==> config.mk <==
export PLATFORM = sky130hd
export DESIGN_NAME = uart_rx_fifo
export DESIGN_NICKNAME = d
export VERILOG_FILES = /design/src/rtl/uart_pkg.sv /design/src/rtl/sync_fifo.sv /design/src/rtl/uart_rx_fifo.sv
export SDC_FILE = /design/constraint.sdc
export NUM_CORES = 1
export LEC_CHECK = 0
export ABC_AREA = 1
export BUFFER_PORTS_ARGS = -buffer_cell sky130_fd_sc_hd__buf_2
export CORE_UTILIZATION = 51
export CTS_BUF_LIST = sky130_fd_sc_hd__clkbuf_8
export CTS_CLUSTER_SIZE = 25
export DETAILED_ROUTE_END_ITERATION = 7
export PLACE_DENSITY = 0.69
export SYNTH_ARGS = -nofsm -noshare
export SYNTH_HDL_FRONTEND = slang
export SYNTH_HIERARCHICAL = 1
export SYNTH_SLANG_ARGS = --single-unit
==> constraint.sdc <==
create_clock -name wb_clk_i -period 2.4 [get_ports wb_clk_i]
set_input_delay 0.48 -clock wb_clk_i [delete_from_list [all_inputs] [get_ports wb_clk_i]]
set_output_delay 0.48 -clock wb_clk_i [all_outputs]
set_load 0.005 [all_outputs]
==> src/rtl/uart_pkg.sv <==
// Shared types and constants for the UART receive path.
package uart_pkg;
  localparam int DATA_BITS = 8;

  typedef enum logic [1:0] {
    IDLE,
    START,
    DATA,
    STOP
  } rx_state_e;
endpackage

==> src/rtl/sync_fifo.sv <==
// Single-clock show-ahead FIFO; occupancy is tracked explicitly and full/empty derive from it.
module sync_fifo #(
  parameter int WIDTH = 8,
  parameter int DEPTH = 4
) (
  input  logic                     clk,
  input  logic                     rst,
  input  logic                     push,
  input  logic                     pop,
  input  logic [WIDTH-1:0]         din,
  output logic [WIDTH-1:0]         dout,
  output logic [$clog2(DEPTH):0]   level,
  output logic                     full,
  output logic                     empty
);
  localparam int AW = $clog2(DEPTH);
  localparam int LW = AW + 1;
  localparam logic [AW:0] DEPTH_LVL = LW'(DEPTH);

  logic [WIDTH-1:0] mem [DEPTH];
  logic [AW-1:0]    wr_ptr;
  logic [AW-1:0]    rd_ptr;
  logic             do_push;
  logic             do_pop;

  assign empty   = (level == '0);
  assign full    = (level == DEPTH_LVL);
  assign do_pop  = pop & ~empty;
  // A simultaneous pop frees the slot, so a full FIFO still accepts the push.
  assign do_push = push & (~full | do_pop);
  assign dout    = empty ? '0 : mem[rd_ptr];

  // NOTE: storage has no reset; the pointers and level define which entries are live,
  // and dout is forced to zero while empty.
  always_ff @(posedge clk) begin
    if (do_push) mem[wr_ptr] <= din;
  end

  // NOTE: sequential state uses non-blocking assignments only, so every flop
  // samples pre-edge values regardless of block ordering.
  always_ff @(posedge clk) begin
    if (rst) begin
      wr_ptr <= '0;
      rd_ptr <= '0;
      level  <= '0;
    end else begin
      if (do_push) wr_ptr <= wr_ptr + AW'(1);
      if (do_pop)  rd_ptr <= rd_ptr + AW'(1);
      case ({do_push, do_pop})
        2'b10:   level <= level + LW'(1);
        2'b01:   level <= level - LW'(1);
        default: level <= level;
      endcase
    end
  end
endmodule

==> src/rtl/uart_rx_fifo.sv <==
// 8N1 UART receiver with stop-bit check, byte FIFO, sticky error flags and a level interrupt.
module uart_rx_fifo
  import uart_pkg::*;
#(
  parameter int CLKS_PER_BIT = 434,
  parameter int FIFO_DEPTH   = 4
) (
  input  logic                          wb_clk_i,
  input  logic                          wb_rst_i,
  input  logic                          rx_i,
  input  logic                          rd_en_i,
  input  logic                          err_clr_i,
  output logic [7:0]                    rx_data_o,
  output logic                          rx_valid_o,
  output logic [$clog2(FIFO_DEPTH):0]   fifo_level_o,
  output logic                          frame_err_o,
  output logic                          overrun_o,
  output logic                          irq_o
);
  localparam int CW = $clog2(CLKS_PER_BIT);
  localparam int IW = $clog2(DATA_BITS);
  localparam logic [CW-1:0] BIT_END  = CW'(CLKS_PER_BIT - 1);
  localparam logic [CW-1:0] HALF_END = CW'(CLKS_PER_BIT / 2 - 1);
  localparam logic [IW-1:0] IDX_LAST = IW'(DATA_BITS - 1);

  rx_state_e              state;
  logic [CW-1:0]          cnt;
  logic [IW-1:0]          idx;
  logic [DATA_BITS-1:0]   shreg;
  logic                   rx_meta;
  logic                   rx_s;
  logic                   rx_d;
  logic                   stop_tick;
  logic                   push;
  logic                   frame_evt;
  logic                   overrun_evt;
  logic                   fifo_full;
  logic                   fifo_empty;

  always_ff @(posedge wb_clk_i) begin
    if (wb_rst_i) begin
      rx_meta <= 1'b1;
      rx_s    <= 1'b1;
      rx_d    <= 1'b1;
    end else begin
      rx_meta <= rx_i;
      rx_s    <= rx_meta;
      rx_d    <= rx_s;
    end
  end

  always_ff @(posedge wb_clk_i) begin
    if (wb_rst_i) begin
      state <= IDLE;
      cnt   <= '0;
      idx   <= '0;
      shreg <= '0;
    end else begin
      case (state)
        // Only a 1->0 transition starts a frame, so a stuck-low line never re-triggers.
        IDLE: if (rx_d && !rx_s) begin
          cnt   <= '0;
          state <= START;
        end
        START: if (cnt == HALF_END) begin
          cnt   <= '0;
          idx   <= '0;
          state <= rx_s ? IDLE : DATA;
        end else begin
          cnt <= cnt + CW'(1);
        end
        DATA: if (cnt == BIT_END) begin
          cnt   <= '0;
          shreg <= {rx_s, shreg[DATA_BITS-1:1]};
          if (idx == IDX_LAST) state <= STOP;
          else                 idx   <= idx + IW'(1);
        end else begin
          cnt <= cnt + CW'(1);
        end
        STOP: if (cnt == BIT_END) begin
          cnt   <= '0;
          state <= IDLE;
        end else begin
          cnt <= cnt + CW'(1);
        end
        default: state <= IDLE;
      endcase
    end
  end

  // The stop sample pushes directly so the byte lands in the FIFO on that same edge.
  assign stop_tick   = (state == STOP) && (cnt == BIT_END);
  assign push        = stop_tick & rx_s;
  assign frame_evt   = stop_tick & ~rx_s;
  assign overrun_evt = push & fifo_full & ~rd_en_i;

  sync_fifo #(
    .WIDTH (DATA_BITS),
    .DEPTH (FIFO_DEPTH)
  ) u_fifo (
    .clk   (wb_clk_i),
    .rst   (wb_rst_i),
    .push  (push),
    .pop   (rd_en_i),
    .din   (shreg),
    .dout  (rx_data_o),
    .level (fifo_level_o),
    .full  (fifo_full),
    .empty (fifo_empty)
  );

  assign rx_valid_o = ~fifo_empty;

  // A new error event takes priority over a clear in the same cycle.
  always_ff @(posedge wb_clk_i) begin
    if (wb_rst_i) begin
      frame_err_o <= 1'b0;
      overrun_o   <= 1'b0;
      irq_o       <= 1'b0;
    end else begin
      if (frame_evt)      frame_err_o <= 1'b1;
      else if (err_clr_i) frame_err_o <= 1'b0;
      if (overrun_evt)    overrun_o   <= 1'b1;
      else if (err_clr_i) overrun_o   <= 1'b0;
      irq_o <= rx_valid_o | frame_err_o | overrun_o;
    end
  end
endmodule
# == After elaboration in Yosys (flattened, before gate mapping) ==
# Memories as Yosys holds them, arrays and structs flattened. A register that Yosys moved wholly into a read port is not among the register bits.
# Cells that the tools add are included.
# word_totals
regBits,35
ramBits,32
in_bits,5
output_inout_bits,15
wordCells,85
n_memories,1
# mem_list
memory,depth,width,rd,rd_ports_with_merged_regs,wr,line,rtl
u_fifo.mem,4,8,1,1,1,sync_fifo.sv:20,logic [WIDTH-1:0] mem [DEPTH];
# classes
addsub,6
n_eq_ne,15
n_mux,24
bitwise_logic,13
reduce_logical,13
# ops
cell,n
$mux W9,3
$pmux W9 S3,1
$mux W2,8
$ne A2 B2 Y1 const B,6
$pmux W3 S2,2
$add A9 B1 Y9 const B,1
$eq A9 B8 Y1 const B,1
$eq A9 B9 Y1 const B,1
$mux W3,3
$mux W8,1
$pmux W2 S4,1
$reduce_bool A2 Y1,4
$add A3 B1 Y3 const B,2
$and A1 B1 Y1,6
$eq A2 B2 Y1 const B,3
$eq A3 B3 Y1 const B,2
$mux W1,5
$reduce_and A5 Y1,1
$add A2 B1 Y2 const B,2
$eq A2 B1 Y1 const B,2
$not A1 Y1,4
$reduce_and A4 Y1,1
$logic_not A3 Y1,1
$or A1 B1 Y1,3
other kinds (6),7

# == Longest topological paths before layout ==
# depth
depth_word,7
mapped_depth,18
ltp_nobuf,18

# == By module ==
# The synthesis kept the hierarchy.
# by_module_without_submodules
module,n_inst,cells_each,area_each_um2,seq_area_each_um2
sync_fifo,1,168,1760.4,1141.1
uart_rx_fifo,1,191,1435.1,560.5

# == Worst setup path after synthesis ==
# Ideal clock, no wire load.
# synth_timing
kind,register -> register
from,reg cnt[0]
to,reg u_fifo.level[1]
setup_ns,0.070
arrival_ns,2.061
t_required_ns,2.330
path_slack_ns,0.269
stages_incl_launch_ff,13
path_buffers,0
period_less_slack_ns,2.131
cell_sequence,dfxtp_1 ha_1 nand2_1 nor2_2 nand2_4 nor2_2 inv_2 nor2_2 nand2_1 ha_1 inv_1 fa_1 a21oi_1
# synth_via
elab_chain_len,6
word_cells_on_any_way,8
classes_between,3 x eq/ne; 1 x mux; 2 x bitwise; 2 x reduce/logical
# synth_lines
element,line,rtl
"start, declared",uart_rx_fifo.sv:27,logic [CW-1:0] cnt;
"start signal, assigned",uart_rx_fifo.sv:70,cnt <= cnt + CW'(1);
"start signal, assigned",uart_rx_fifo.sv:78,cnt <= cnt + CW'(1);
"start signal, assigned",uart_rx_fifo.sv:84,cnt <= cnt + CW'(1);
$eq A9 B9 Y1 *,uart_rx_fifo.sv:92,assign stop_tick = (state == STOP) && (cnt == BIT_END);
$logic_and A1 B1 Y1 *,uart_rx_fifo.sv:92,
$and A1 B1 Y1 *,uart_rx_fifo.sv:93,assign push = stop_tick & rx_s;
via push,uart_rx_fifo.sv:34,logic push;
$and A1 B1 Y1 *,sync_fifo.sv:30,assign do_push = push & (~full | do_pop);
$eq A2 B1 Y1 or $eq A2 B2 Y1 (tied branches),sync_fifo.sv:49,"case ({do_push, do_pop})"
$pmux W3 S2 or $reduce_bool A2 Y1 (tied branches),-,
"end signal, assigned",sync_fifo.sv:50,2'b10: level <= level + LW'(1);
"end signal, assigned",sync_fifo.sv:51,2'b01: level <= level - LW'(1);
"end signal, assigned",sync_fifo.sv:52,default: level <= level;
"end, declared",sync_fifo.sv:12,"output logic [$clog2(DEPTH):0] level,"
# Mark *: on every way through the listed nets, which the timed path passes. The rest lies on a longest branch.
# A chain may end at the register's enable or synchronous reset.

==> flow_summary_export.csv <==
group,metric,value,unit
synthesis,ys.flop_type,"dfxtp_1",
sta,final_hold_viol_count,0,
clock_network,cts_tree,"yes",
die,start_util,0.533,
sta,finClkSkew,6.87,ps
setup_path,crit_fanout,16,
synthesis,syn_nets,375,
synthesis,synth_cells,359,
synthesis,synth_seq_cells,69,
routing,dr.pass1.iters,4,
clock_network,holdBufCountCts,0,
power_and_ir_drop,peakVddDrop,379,µV
die,die-area,0.00659,mm²
routing,drt_iter0_markers,92,
power_and_ir_drop,seq_power_share,0.523,
synthesis,async_flop_share,0,
placement,place_congestion,0.745,
routing,vias,2365,
synthesis,ys_types,33,
routing,drc,0,
clock_network,clk_latency,350,ps
die,row_count,28,
setup_path,crit_type,"flip-flop to output port",
clock_network,clk_pin_slew,70,ps
sta,slew_headroom,0.683,
clock_network,cts.sinks,69,
sta,fmax,460,MHz
sta,fin_crit_sh,0.906,
sta,setup_slack,227,ps
sta,tns,0,ps
die,die_height,81.2,µm
grt,grtUsageTotal,0.203,
routing,drt.antenna.violating_nets,0,
power_and_ir_drop,p_sw_frac,0.274,
routing,wl_per_cell,12.6,µm
final_layout,area_growth,11.7,%
final_layout,nNetsFinal,406,
final_layout,diodes,0,
power_and_ir_drop,p_total,0.00247,W
synthesis,ys_warn_count,6,
routing,viasPerCell,5.03,
clock_network,htreeDepth,3,
power_and_ir_drop,switching_power,0.000679,W
die,dieWidth,81.2,µm
placement,portBuffers,19,
synthesis,synth_edf_count,32,
synthesis,netlist_area,0.00320,mm²
power_and_ir_drop,p_int,0.00180,W
final_layout,drive_above_1_share,0.205,
setup_path,crit_path_start_kind,"flip-flop",
die,core-area,0.00599,mm²
placement,hpwlAfterDp,4.02,mm
power_and_ir_drop,power.share.clock,0.342,
synthesis,synth.avg_cell_area,8.90,µm²
setup_path,end_kind,"output port",
clock_network,cts_buffer_depth,2,
setup_path,worstPathRequired,1920,ps
sta,fin_crit,2170,ps
grt,grt_first_pass_wirelength,9.65,mm
sta,drv_slew,0,
grt,overflow,0,
die,io_pins,20,
synthesis,synth_seq_area_share,0.532,
routing,drt_wl_total,5.91,mm
placement,pre_cts_slack,185,ps
clock_network,cts_buffers,9,
sta,rsz0062_at_grt,"false",
final_layout,utilization,0.596,
clock_network,cts-root-buf,"clkbuf_8",
sta,setup_viol,0,
power_and_ir_drop,p_comb_frac,0.136,
grt,antenna_found_initial,0,
power_and_ir_drop,powerDensity,693,mW/mm²
grt,grt_max_degree,21,
min_path,hold_path.class,"primary input to flip-flop",
sta,tightest_slew,475,ps
setup_path,critical_path_arrival,1690,ps
grt,grt_pass1_vias,2184,
run,cap_violations,0,
run_status,outcome,"finished clean",
power_and_ir_drop,p_leak,1.49,nW
## power groups by stage
stage / clock [W] / sequential [W] / combinational, W
CTS: 0.000875 / 0.00129 / 0.000336
detailed placement: 0 / 0.00132 / 0.000335
finish: 0.000845 / 0.00129 / 0.000336
global placement: 0 / 0.00132 / 0.000328
global route: 0.000921 / 0.00130 / 0.000388
floorplan: 0 / 0.00130 / 0.000247
## logic make-up after synthesis
group / after synthesis / synth area share
buffers and inverters: 61 / 0.0818
xor gates and xnor gates: 2 / 0.00548
adders and majority gates: 11 / 0.0454
and+or+nand+nor: 151 / 0.206
DFF: 69 / 0.532
AOI/OAI and AO/OA: 65 / 0.129
## routing by layer
metal  vias to the layer above  global-route usage  wire length [µm]
li1                       1228                   -                 -
met1                      1088               0.232              2650
met2                        41               0.348              2950
met3                         8              0.0775               239
met4                         0              0.0696                67
met5                         -                   0                 0
## critical path, cell delays in order (launching register included)
cell and delay (ps):
dfxtp_1 620, inv_2 230, o21ai_0 240, a21oi_1 110
buf_2 140
## worst paths after layout
kind                  start         endpoint  slack (ps)  depth (start not counted)
setup / recovery  flip-flop     rx_data_o[2]         230                          4
hold / removal         rx_i          rx_meta         310                          2
setup reg to reg     cnt[1]  u_fifo/level[1]         230                         13
hold reg to reg     rx_meta             rx_s         410                          1
## metrics by stage
step | std cells | instance area [µm²] | hold WS, ps
3_5_place_dp | 454 | 3390 | 398
4_1_cts | 470 | 3570 | 289
5_1_grt | 470 | 3570 | 287
2_1_floorplan | 359 | 3200 | 389
6_report | 470 | 3570 | 310
3_3_place_gp | 454 | 3390 | 392
## registers in the layout, indices dropped and copies added (netlist names), named ones only
| signal | count |
|---|---|
| u_fifo/level | 3 |
| u_fifo/rd_ptr | 2 |
| idx | 3 |
| overrun_o | 1 |
| shreg | 8 |
| u_fifo/mem | 32 |
| cnt | 9 |
| rx_meta | 1 |
| irq_o | 1 |
| frame_err_o | 1 |
| rx_s | 1 |
| state | 1 |
| rx_d | 1 |
| u_fifo/wr_ptr | 2 |
## placed cells by master, fill, tap and decap left out
cell type,count
nor2_4,2
nand3_2,1
nor3_1,3
buf_4,8
nand2_4,2
buf_2,19
nor2_1,60
dfxtp_1,35
o21ai_1,12
o21ai_0,11
nand3_1,11
xor2_1,1
a31oi_1,1
clkinv_2,1
or2_2,3
inv_1,47
nand2_1,57
a21oi_1,28
ha_1,10
a21oi_2,2
nor2_2,5
fa_1,1
clkinvlp_4,1
inv_2,8
o32ai_1,1
nand2_2,5
o21bai_1,1
edfxtp_1,32
xnor2_1,1
clkbuf_8,11
dfxtp_2,2
o21ai_4,1
a211oi_2,8
nand3b_1,2
inv_4,2
## synthesized netlist by cell type (2+ instances only)
| library cell | number | area (µm²) |
|---|---|---|
| nor2_1 | 60 | 225 |
| nand2_1 | 58 | 218 |
| inv_1 | 45 | 169 |
| dfxtp_1 | 37 | 741 |
| edfxtp_1 | 32 | 961 |
| a21oi_1 | 28 | 140 |
| o21ai_1 | 12 | 60.1 |
| nand3_1 | 11 | 55.1 |
| o21ai_0 | 11 | 55.1 |
| ha_1 | 10 | 125 |
| a211oi_2 | 8 | 100 |
| inv_2 | 8 | 30.0 |
| nor2_2 | 5 | 31.3 |
| nand2_2 | 4 | 25.0 |
| buf_6 | 3 | 33.8 |
| nor3_1 | 3 | 15.0 |
| or2_2 | 3 | 18.8 |
| a21oi_2 | 2 | 17.5 |
| buf_4 | 2 | 15.0 |
| nand2_4 | 2 | 22.5 |
| nand3b_1 | 2 | 15.0 |
| nor2_4 | 2 | 22.5 |
## what timing repair did
| action | CTS | global route |
|---|---|---|
| endpoints found under the hold margin | 0 | 0 |
| endpoints found under the setup margin | 0 | 2 |
| setup buffers | 0 | 0 |
| gates resized for setup | 0 | 3 |
## cell type report
class,count,area [µm²]
fillers,519,2420
flip-flops and latches,69,1700
multi-input cells,229,1230
inverters,54,205
repair buffers,27,155
clock buffers,11,151
well taps,75,93.8
clock inverters,5,26.3
Power figures use the tool's default switching activity.
